--- config.mk ---
export PLATFORM = sky130hd
export DESIGN_NAME = vmcoffee_multi_flat
export DESIGN_NICKNAME = d
export VERILOG_FILES = /design/src/rtl/vmcoffee_pkg.sv /design/src/rtl/vmcoffee_multi_if.sv /design/src/rtl/vm_timer.sv /design/src/rtl/vmcoffee_multi.sv /design/src/flat_wrapper.sv
export SDC_FILE = /design/constraint.sdc
export NUM_CORES = 1
export LEC_CHECK = 0
export BUFFER_PORTS_ARGS = -buffer_cell sky130_fd_sc_hd__buf_4
export CORE_ASPECT_RATIO = 0.8
export CORE_MARGIN = 5
export CORE_UTILIZATION = 30
export CTS_BUF_LIST = sky130_fd_sc_hd__clkbuf_8 sky130_fd_sc_hd__clkbuf_16
export DETAILED_ROUTE_END_ITERATION = 10
export PLACE_DENSITY_LB_ADDON = 0.1
export SLEW_MARGIN = 25
export SYNTH_ARGS = -nofsm -noshare
export SYNTH_HDL_FRONTEND = slang
export SYNTH_HIERARCHICAL = 1
export SYNTH_SLANG_ARGS = --single-unit
--- constraint.sdc ---
create_clock -name clk -period 4 [get_ports clk]
set_input_delay 0.8 -clock clk [delete_from_list [all_inputs] [get_ports clk]]
set_output_delay 0.8 -clock clk [all_outputs]
set_load 0.005 [all_outputs]
--- src/rtl/vmcoffee_pkg.sv ---
// vmcoffee_pkg: shared state encoding, coin values and product pricing for the vending controller.
package vmcoffee_pkg;
  typedef enum logic [2:0] {S_IDLE, S_CREDIT, S_BREW, S_CHANGE, S_ERROR} state_t;
  localparam int C5_UNITS  = 1;
  localparam int C10_UNITS = 2;
  function automatic int price(input int id, input int base = 3);
    return base + id;
  endfunction
endpackage

--- src/rtl/vmcoffee_multi_if.sv ---
// vmcoffee_multi_if: coin/NFC front end and brew actuator signals of the vending controller.
interface vmcoffee_multi_if #(parameter int N_PROD = 4, parameter int CREDIT_W = 6);
  localparam int ID_W = $clog2(N_PROD);
  logic c10, c5, nfc, sel_valid, cancel, beans;
  logic [ID_W-1:0] sel_id, prod;
  logic [4:0] water;
  logic coffee, change5, coin_rej, sel_nak, error;
  logic [CREDIT_W-1:0] credit;
  modport master (output c10, c5, nfc, sel_valid, sel_id, cancel, water, beans,
                  input coffee, prod, change5, coin_rej, sel_nak, credit, error);
  modport slave (input c10, c5, nfc, sel_valid, sel_id, cancel, water, beans,
                 output coffee, prod, change5, coin_rej, sel_nak, credit, error);
endinterface

--- src/rtl/vm_timer.sv ---
// vm_timer: down-counter reloaded by restart; expire marks the LEN-th cycle since the last restart.
module vm_timer #(parameter int LEN = 4) (
  input  logic clk,
  input  logic rst,
  input  logic restart,
  output logic expire
);
  localparam int W = $clog2(LEN + 1);
  logic [W-1:0] cnt;
  assign expire = !restart && cnt == W'(1);
  always_ff @(posedge clk or posedge rst)
    if (rst) cnt <= W'(LEN);
    else cnt <= restart || expire ? W'(LEN) : cnt - W'(1);
endmodule

--- src/rtl/vmcoffee_multi.sv ---
// vmcoffee_multi: multi-product coin/NFC coffee vending controller with change return and supply monitoring.
module vmcoffee_multi import vmcoffee_pkg::*; #(
  parameter int N_PROD     = 4,
  parameter int CREDIT_W   = 6,
  parameter int PRICE_BASE = 3,
  parameter int WATER_MIN  = 2,
  parameter int BREW_CYC   = 4,
  parameter int TIMEOUT    = 20
) (
  input logic clk,
  input logic rst,
  vmcoffee_multi_if.slave bus
);
  localparam int ID_W = $clog2(N_PROD);
  state_t state, state_nx;
  logic [CREDIT_W-1:0] credit, credit_nx, cr_add, pr;
  logic [CREDIT_W:0] sum;
  logic [ID_W-1:0] prod, prod_nx;
  logic [1:0] val;
  logic nfc_ok, nfc_nx, fault, coin, coin_ok, id_ok, accept, quit, to_exp, br_exp;
  logic coffee, change5, coin_rej, sel_nak, error;
  logic coffee_nx, change5_nx, coin_rej_nx, sel_nak_nx, error_nx;
  assign fault   = bus.water < 5'(WATER_MIN) || !bus.beans;
  assign coin    = bus.c10 || bus.c5;
  assign val     = (bus.c10 ? 2'(C10_UNITS) : 2'd0) + (bus.c5 ? 2'(C5_UNITS) : 2'd0);
  assign sum     = {1'b0, credit} + (CREDIT_W+1)'(val);
  assign coin_ok = coin && !sum[CREDIT_W];
  // A coin that would overflow the credit register is bounced whole.
  assign cr_add  = coin_ok ? sum[CREDIT_W-1:0] : credit;
  assign pr      = CREDIT_W'(price(int'(bus.sel_id), PRICE_BASE));
  assign id_ok   = {1'b0, bus.sel_id} < (ID_W+1)'(N_PROD);
  assign accept  = state == S_CREDIT && !fault && !bus.cancel && bus.sel_valid && id_ok && (nfc_ok || credit >= pr);
  assign quit    = fault || bus.cancel || to_exp;
  vm_timer #(.LEN(TIMEOUT)) u_timeout (
    .clk(clk), .rst(rst),
    .restart(state != S_CREDIT || coin || bus.nfc || bus.sel_valid),
    .expire(to_exp)
  );
  vm_timer #(.LEN(BREW_CYC)) u_brew (
    .clk(clk), .rst(rst), .restart(state != S_BREW), .expire(br_exp)
  );
  always_ff @(posedge clk or posedge rst)
    if (rst) begin
      state    <= S_IDLE;
      credit   <= '0;
      nfc_ok   <= 1'b0;
      prod     <= '0;
      coffee   <= 1'b0;
      change5  <= 1'b0;
      coin_rej <= 1'b0;
      sel_nak  <= 1'b0;
      error    <= 1'b0;
    end else begin
      state    <= state_nx;
      credit   <= credit_nx;
      nfc_ok   <= nfc_nx;
      prod     <= prod_nx;
      coffee   <= coffee_nx;
      change5  <= change5_nx;
      coin_rej <= coin_rej_nx;
      sel_nak  <= sel_nak_nx;
      error    <= error_nx;
    end
  always_comb begin
    state_nx  = state;
    credit_nx = credit;
    nfc_nx    = nfc_ok;
    case (state)
      S_IDLE:
        if (fault) state_nx = S_ERROR;
        else if (coin || bus.nfc) begin
          state_nx  = S_CREDIT;
          credit_nx = cr_add;
          nfc_nx    = bus.nfc;
        end
      S_CREDIT: begin
        credit_nx = accept && !nfc_ok ? cr_add - pr : cr_add;
        if (quit) begin
          nfc_nx   = 1'b0;
          state_nx = credit_nx != '0 ? S_CHANGE : fault ? S_ERROR : S_IDLE;
        end else if (accept) begin
          nfc_nx   = 1'b0;
          state_nx = S_BREW;
        end else if (bus.nfc) nfc_nx = 1'b1;
      end
      S_BREW: begin
        credit_nx = cr_add;
        if (br_exp) state_nx = cr_add != '0 ? S_CHANGE : S_IDLE;
      end
      S_CHANGE: begin
        credit_nx = credit - CREDIT_W'(credit != '0);
        if (credit <= CREDIT_W'(1)) state_nx = fault ? S_ERROR : S_IDLE;
      end
      S_ERROR: if (!fault) state_nx = S_IDLE;
      default: state_nx = S_IDLE;
    endcase
  end
  always_comb begin
    coffee_nx   = state_nx == S_BREW;
    change5_nx  = state_nx == S_CHANGE;
    error_nx    = state_nx == S_ERROR;
    prod_nx     = accept ? bus.sel_id : state_nx == S_BREW ? prod : '0;
    coin_rej_nx = coin && (state == S_ERROR || state == S_CHANGE || (state == S_IDLE && fault) || !coin_ok);
    sel_nak_nx  = bus.sel_valid && !fault && (state == S_IDLE || (state == S_CREDIT && !bus.cancel && !accept));
  end
  assign bus.coffee   = coffee;
  assign bus.prod     = prod;
  assign bus.change5  = change5;
  assign bus.coin_rej = coin_rej;
  assign bus.sel_nak  = sel_nak;
  assign bus.error    = error;
  assign bus.credit   = credit;
endmodule

--- src/flat_wrapper.sv ---
// flat-port wrapper written by rule: the top's interface ports become plain ports
module vmcoffee_multi_flat import vmcoffee_pkg::*;
#(
  parameter int N_PROD     = 4,
  parameter int CREDIT_W   = 6,
  parameter int PRICE_BASE = 3,
  parameter int WATER_MIN  = 2,
  parameter int BREW_CYC   = 4,
  parameter int TIMEOUT    = 20
)
  (clk, rst, bus_c10, bus_c5, bus_nfc, bus_sel_valid, bus_sel_id, bus_cancel, bus_water, bus_beans, bus_coffee, bus_prod, bus_change5, bus_coin_rej, bus_sel_nak, bus_credit, bus_error);
  vmcoffee_multi_if #(.N_PROD(N_PROD), .CREDIT_W(CREDIT_W)) bus_i ();
  input logic clk;
  input logic rst;
  input wire logic [$bits(bus_i.c10)-1:0] bus_c10;
  input wire logic [$bits(bus_i.c5)-1:0] bus_c5;
  input wire logic [$bits(bus_i.nfc)-1:0] bus_nfc;
  input wire logic [$bits(bus_i.sel_valid)-1:0] bus_sel_valid;
  input wire logic [$bits(bus_i.sel_id)-1:0] bus_sel_id;
  input wire logic [$bits(bus_i.cancel)-1:0] bus_cancel;
  input wire logic [$bits(bus_i.water)-1:0] bus_water;
  input wire logic [$bits(bus_i.beans)-1:0] bus_beans;
  output wire logic [$bits(bus_i.coffee)-1:0] bus_coffee;
  output wire logic [$bits(bus_i.prod)-1:0] bus_prod;
  output wire logic [$bits(bus_i.change5)-1:0] bus_change5;
  output wire logic [$bits(bus_i.coin_rej)-1:0] bus_coin_rej;
  output wire logic [$bits(bus_i.sel_nak)-1:0] bus_sel_nak;
  output wire logic [$bits(bus_i.credit)-1:0] bus_credit;
  output wire logic [$bits(bus_i.error)-1:0] bus_error;
  assign bus_i.c10 = bus_c10;
  assign bus_i.c5 = bus_c5;
  assign bus_i.nfc = bus_nfc;
  assign bus_i.sel_valid = bus_sel_valid;
  assign bus_i.sel_id = bus_sel_id;
  assign bus_i.cancel = bus_cancel;
  assign bus_i.water = bus_water;
  assign bus_i.beans = bus_beans;
  assign bus_coffee = bus_i.coffee;
  assign bus_prod = bus_i.prod;
  assign bus_change5 = bus_i.change5;
  assign bus_coin_rej = bus_i.coin_rej;
  assign bus_sel_nak = bus_i.sel_nak;
  assign bus_credit = bus_i.credit;
  assign bus_error = bus_i.error;
  vmcoffee_multi #(.N_PROD(N_PROD), .CREDIT_W(CREDIT_W), .PRICE_BASE(PRICE_BASE), .WATER_MIN(WATER_MIN), .BREW_CYC(BREW_CYC), .TIMEOUT(TIMEOUT)) u_core (.clk(clk), .rst(rst), .bus(bus_i));
endmodule
==> impl_metrics.tcl <==
set metrics [dict create \
    dpl.hpwl_um 4194 \
    numCtsBuffers 3 \
    clockBufferDepth 2 \
    via_count 1851 \
    rsz0062_at_grt "yes" \
    fin_crit_sh 0.9803 \
    leakage_uw 0.001163 \
    synth-main-ff-cell "dfrtp_1" \
    final_nets 320 \
    pwr_density_cell_nw_per_um2 684.7 \
    cp.required_ns 4.15 \
    grt_overflow 0 \
    slowest_delay_ns 0.41 \
    synth.net_count 266 \
    syn_area_per_cell_um2 8.657 \
    drv_slew 0 \
    crit_path_frequent_cell "fa_2" \
    final.setup_skew_ns 0.002474 \
    syn_area_um2 2026 \
    grt_antenna_before_repair 0 \
    avgViaCountPerCell 4.989 \
    ir_drop_v 0.0002612 \
    ioPinCount 28 \
    clock_latency_ns 0.27 \
    cp_max_fo 5 \
    die-area_um2 8506 \
    initial_core_util 0.3129 \
    ctsRootBufferMaster "clkbuf_8" \
    maxCapViolCount 0 \
    die_w_um 101.9 \
    clock_sinks 25 \
    path_buf_inv 1 \
    finalPower_uw 1813 \
    drt_wl_total_um 5419 \
    cp_cell_sequence "buf_8 -> ha_4 -> fa_2 -> nand2_4 -> o21ai_4 -> mux2i_2 -> ha_2 -> fa_2 -> nand2b_4 -> nand2_2 -> a211o_1 -> or3_1 -> a31o_1 -> o21a_1 -> a221oi_4 -> o22ai_1" \
    drive_gt1_frac 0.3101 \
    setup_violations 0 \
    fmax_mhz 255.0 \
    status "finished clean" \
    grt_use_total 0.1310 \
    worstSetupEndpointType "flip-flop" \
    crit_family "compound AO/OA/AOI/OAI gates" \
    synth-async-reset-ratio 1.000 \
    cts_tree "yes" \
    grt_pass1_wl_um 9032 \
    path_depth 16 \
    antenna_cells 0 \
    ys_ff_latch 25 \
    ant_nets 0 \
    ff2ff_path_depth 15 \
    placement_rows 26 \
    rr_startpoint "u_core/bus.credit[0]$_DFFE_PP0P_" \
    yosysUniqueCellTypes 57 \
    r2r_slack_ns 0.25 \
    drc 0 \
    r2r-end "u_core/bus.prod[1]$_DFFE_PP0P_" \
    crit_type "in -> reg" \
    fin_util 0.4090 \
    grt_start_max_net_pins 18 \
    synthCells 234 \
    dr.pass1.iters 4 \
    yosys_warnings 6 \
    path_clk_slew_ns 0.09 \
    postCtsHoldBufs 0 \
    setup_tns_ns 0 \
    slew_headroom 0.5182 \
    htreeDepth 1 \
    io_buffers 26 \
    seq_area_frac_synth 0.3107 \
    synth_edf_count 0 \
    hold_viol 0 \
    wl_per_cell_um 14.61 \
    coreArea_um2 6474 \
    cp_slowest_cell "fa_2" \
    area_growth_pct 30.70 \
    cp-startpoint "bus_c5" \
    place_congestion 0.7764 \
    startpoint_type "input port" \
    worstPathArrival_ns 4.07 \
    fp.dieH_um 83.50 \
    grt_pass1_vias 1776 \
    drt_iter0_drc 83 \
    hold_class "in -> async" \
    cp-endpoint "u_core/bus.prod[1]$_DFFE_PP0P_" \
    worst_pin_slew_ns 0.7219 \
    fin_crit_ns 3.921 \
]
-- synthesized netlist by cell type, types with 2 or more instances --
library cell   n  share of area
nor2_1        25          0.046
dfrtp_1       22           0.27
inv_1         17          0.032
nand2_1       16          0.030
ha_1          15          0.093
o21ai_0       15          0.037
nor3_1        14          0.035
a21oi_1       13          0.032
mux2i_1        8          0.040
o211ai_1       6          0.022
xnor2_1        6          0.026
a22oi_1        4          0.015
clkbuf_1       4         0.0074
nand3_1        4         0.0099
or3_1          4          0.012
buf_2          3         0.0074
dfstp_2        3          0.039
nand4_1        3         0.0093
nor2b_1        3         0.0093
a221oi_1       2         0.0086
a31oi_1        2         0.0062
and4b_1        2         0.0099
fa_1           2          0.020
mux2_2         2          0.011
nand2b_1       2         0.0062
nor4_1         2         0.0062
o2111ai_1      2         0.0086
o22ai_1        2         0.0062
o31a_1         2         0.0086
xor2_1         2         0.0086
-- per-layer routing --
layer,share of wire,track usage
met1,0.54,0.2125
met2,0.40,0.1793
met3,0.052,0.02590
met4,0.0098,0.01788
met5,0,0
-- sequential cells by signal, indices dropped and copies added (netlist names) --
register and flops:
u_core/bus.credit 6, u_core/u_timeout/cnt 5, u_core/state 3, u_core/u_brew/cnt 3, u_core/bus.prod 2, u_core/bus.change5 1, u_core/bus.coffee 1, u_core/bus.coin_rej 1
u_core/bus.error 1, u_core/bus.sel_nak 1, u_core/nfc_ok 1
-- cells in the final DEF, fill, tap and decap left out, types with 3 or more instances in the layout --
cell type  synthesis  routed
buf_4              1      58
or3_1              4       4
clkbuf_8           0       3
xnor2_1            6       6
nor2_1            25      25
o21ai_0           15      13
nand2_1           16      14
nor3_1            14      14
dfstp_2            3       3
nand4_1            3       3
nand3_1            4       4
inv_1             17      18
ha_1              15      13
mux2i_1            8       6
a22oi_1            4       4
dfrtp_1           22      22
o211ai_1           6       6
a21oi_1           13      13
-- report_power, final --
| part | switching (µW) | leakage [µW] | internal (µW) | total [µW] |
|---|---|---|---|---|
| combinational | 626 | 0.000822 | 609 | 1240 |
| sequential | 86.2 | 0.000314 | 340 | 426 |
| clock | 82.6 | 0.0000269 | 68.8 | 151 |
-- how the worst min path moves through the flow --
stage | slack [ns] | end | cells after the start
detailed placement | 0.47 | u_core/u_brew/cnt[0]$_DFF_PP0_ | 1
global placement | 0.46 | u_core/u_brew/cnt[0]$_DFF_PP0_ | 1
floorplan | 0.44 | u_core/u_brew/cnt[0]$_DFF_PP0_ | 1
CTS | 0.40 | u_core/u_brew/cnt[0]$_DFF_PP0_ | 2
finish | 0.40 | u_core/u_brew/cnt[0]$_DFF_PP0_ | 2
global route | 0.39 | u_core/u_brew/cnt[0]$_DFF_PP0_ | 2
-- kinds of logic after synthesis --
| logic type | Yosys count | share of synthesized area |
|---|---|---|
| compound gates | 59 | 0.2014 |
| xor+xnor | 8 | 0.03459 |
| fa+ha+maj | 17 | 0.1124 |
| buf+inv | 27 | 0.05435 |
| flops | 25 | 0.3107 |
| mux | 10 | 0.05065 |
| simple gates | 88 | 0.2360 |
-- area by class of cell --
type / instances / area [µm²]
Multi-Input combinational cell: 182 / 1354
Sequential cell: 25 / 629.4
Timing Repair Buffer: 59 / 450.4
Clock inverter: 1 / 3.754
Fill cell: 669 / 3826
Clock buffer: 3 / 41.29
Tap cell: 84 / 105.1
Inverter: 17 / 63.81
-- metrics by stage --
| step | setup slack, ns | std cells | cell area (µm²) | hold WS (ns) |
|---|---|---|---|---|
| 3_5_place_dp | -0.2495 | 362 | 2499 | 0.4742 |
| 6_report | 0.07864 | 371 | 2648 | 0.4047 |
| 5_1_grt | -0.06073 | 371 | 2648 | 0.3924 |
| 4_1_cts | 0.03244 | 366 | 2544 | 0.3952 |
| 2_1_floorplan | 0.02456 | 234 | 2034 | 0.4413 |
| 3_3_place_gp | -0.2304 | 362 | 2499 | 0.4637 |
-- what timing repair did --
item / 4_1_cts / 5_1_grt
gates resized for setup: 0 / 15
setup endpoints to repair: 0 / 6
setup buffers: 0 / 5
endpoints found under the hold margin: 0 / 0
No activity file was read; power rests on OpenSTA's default activity.
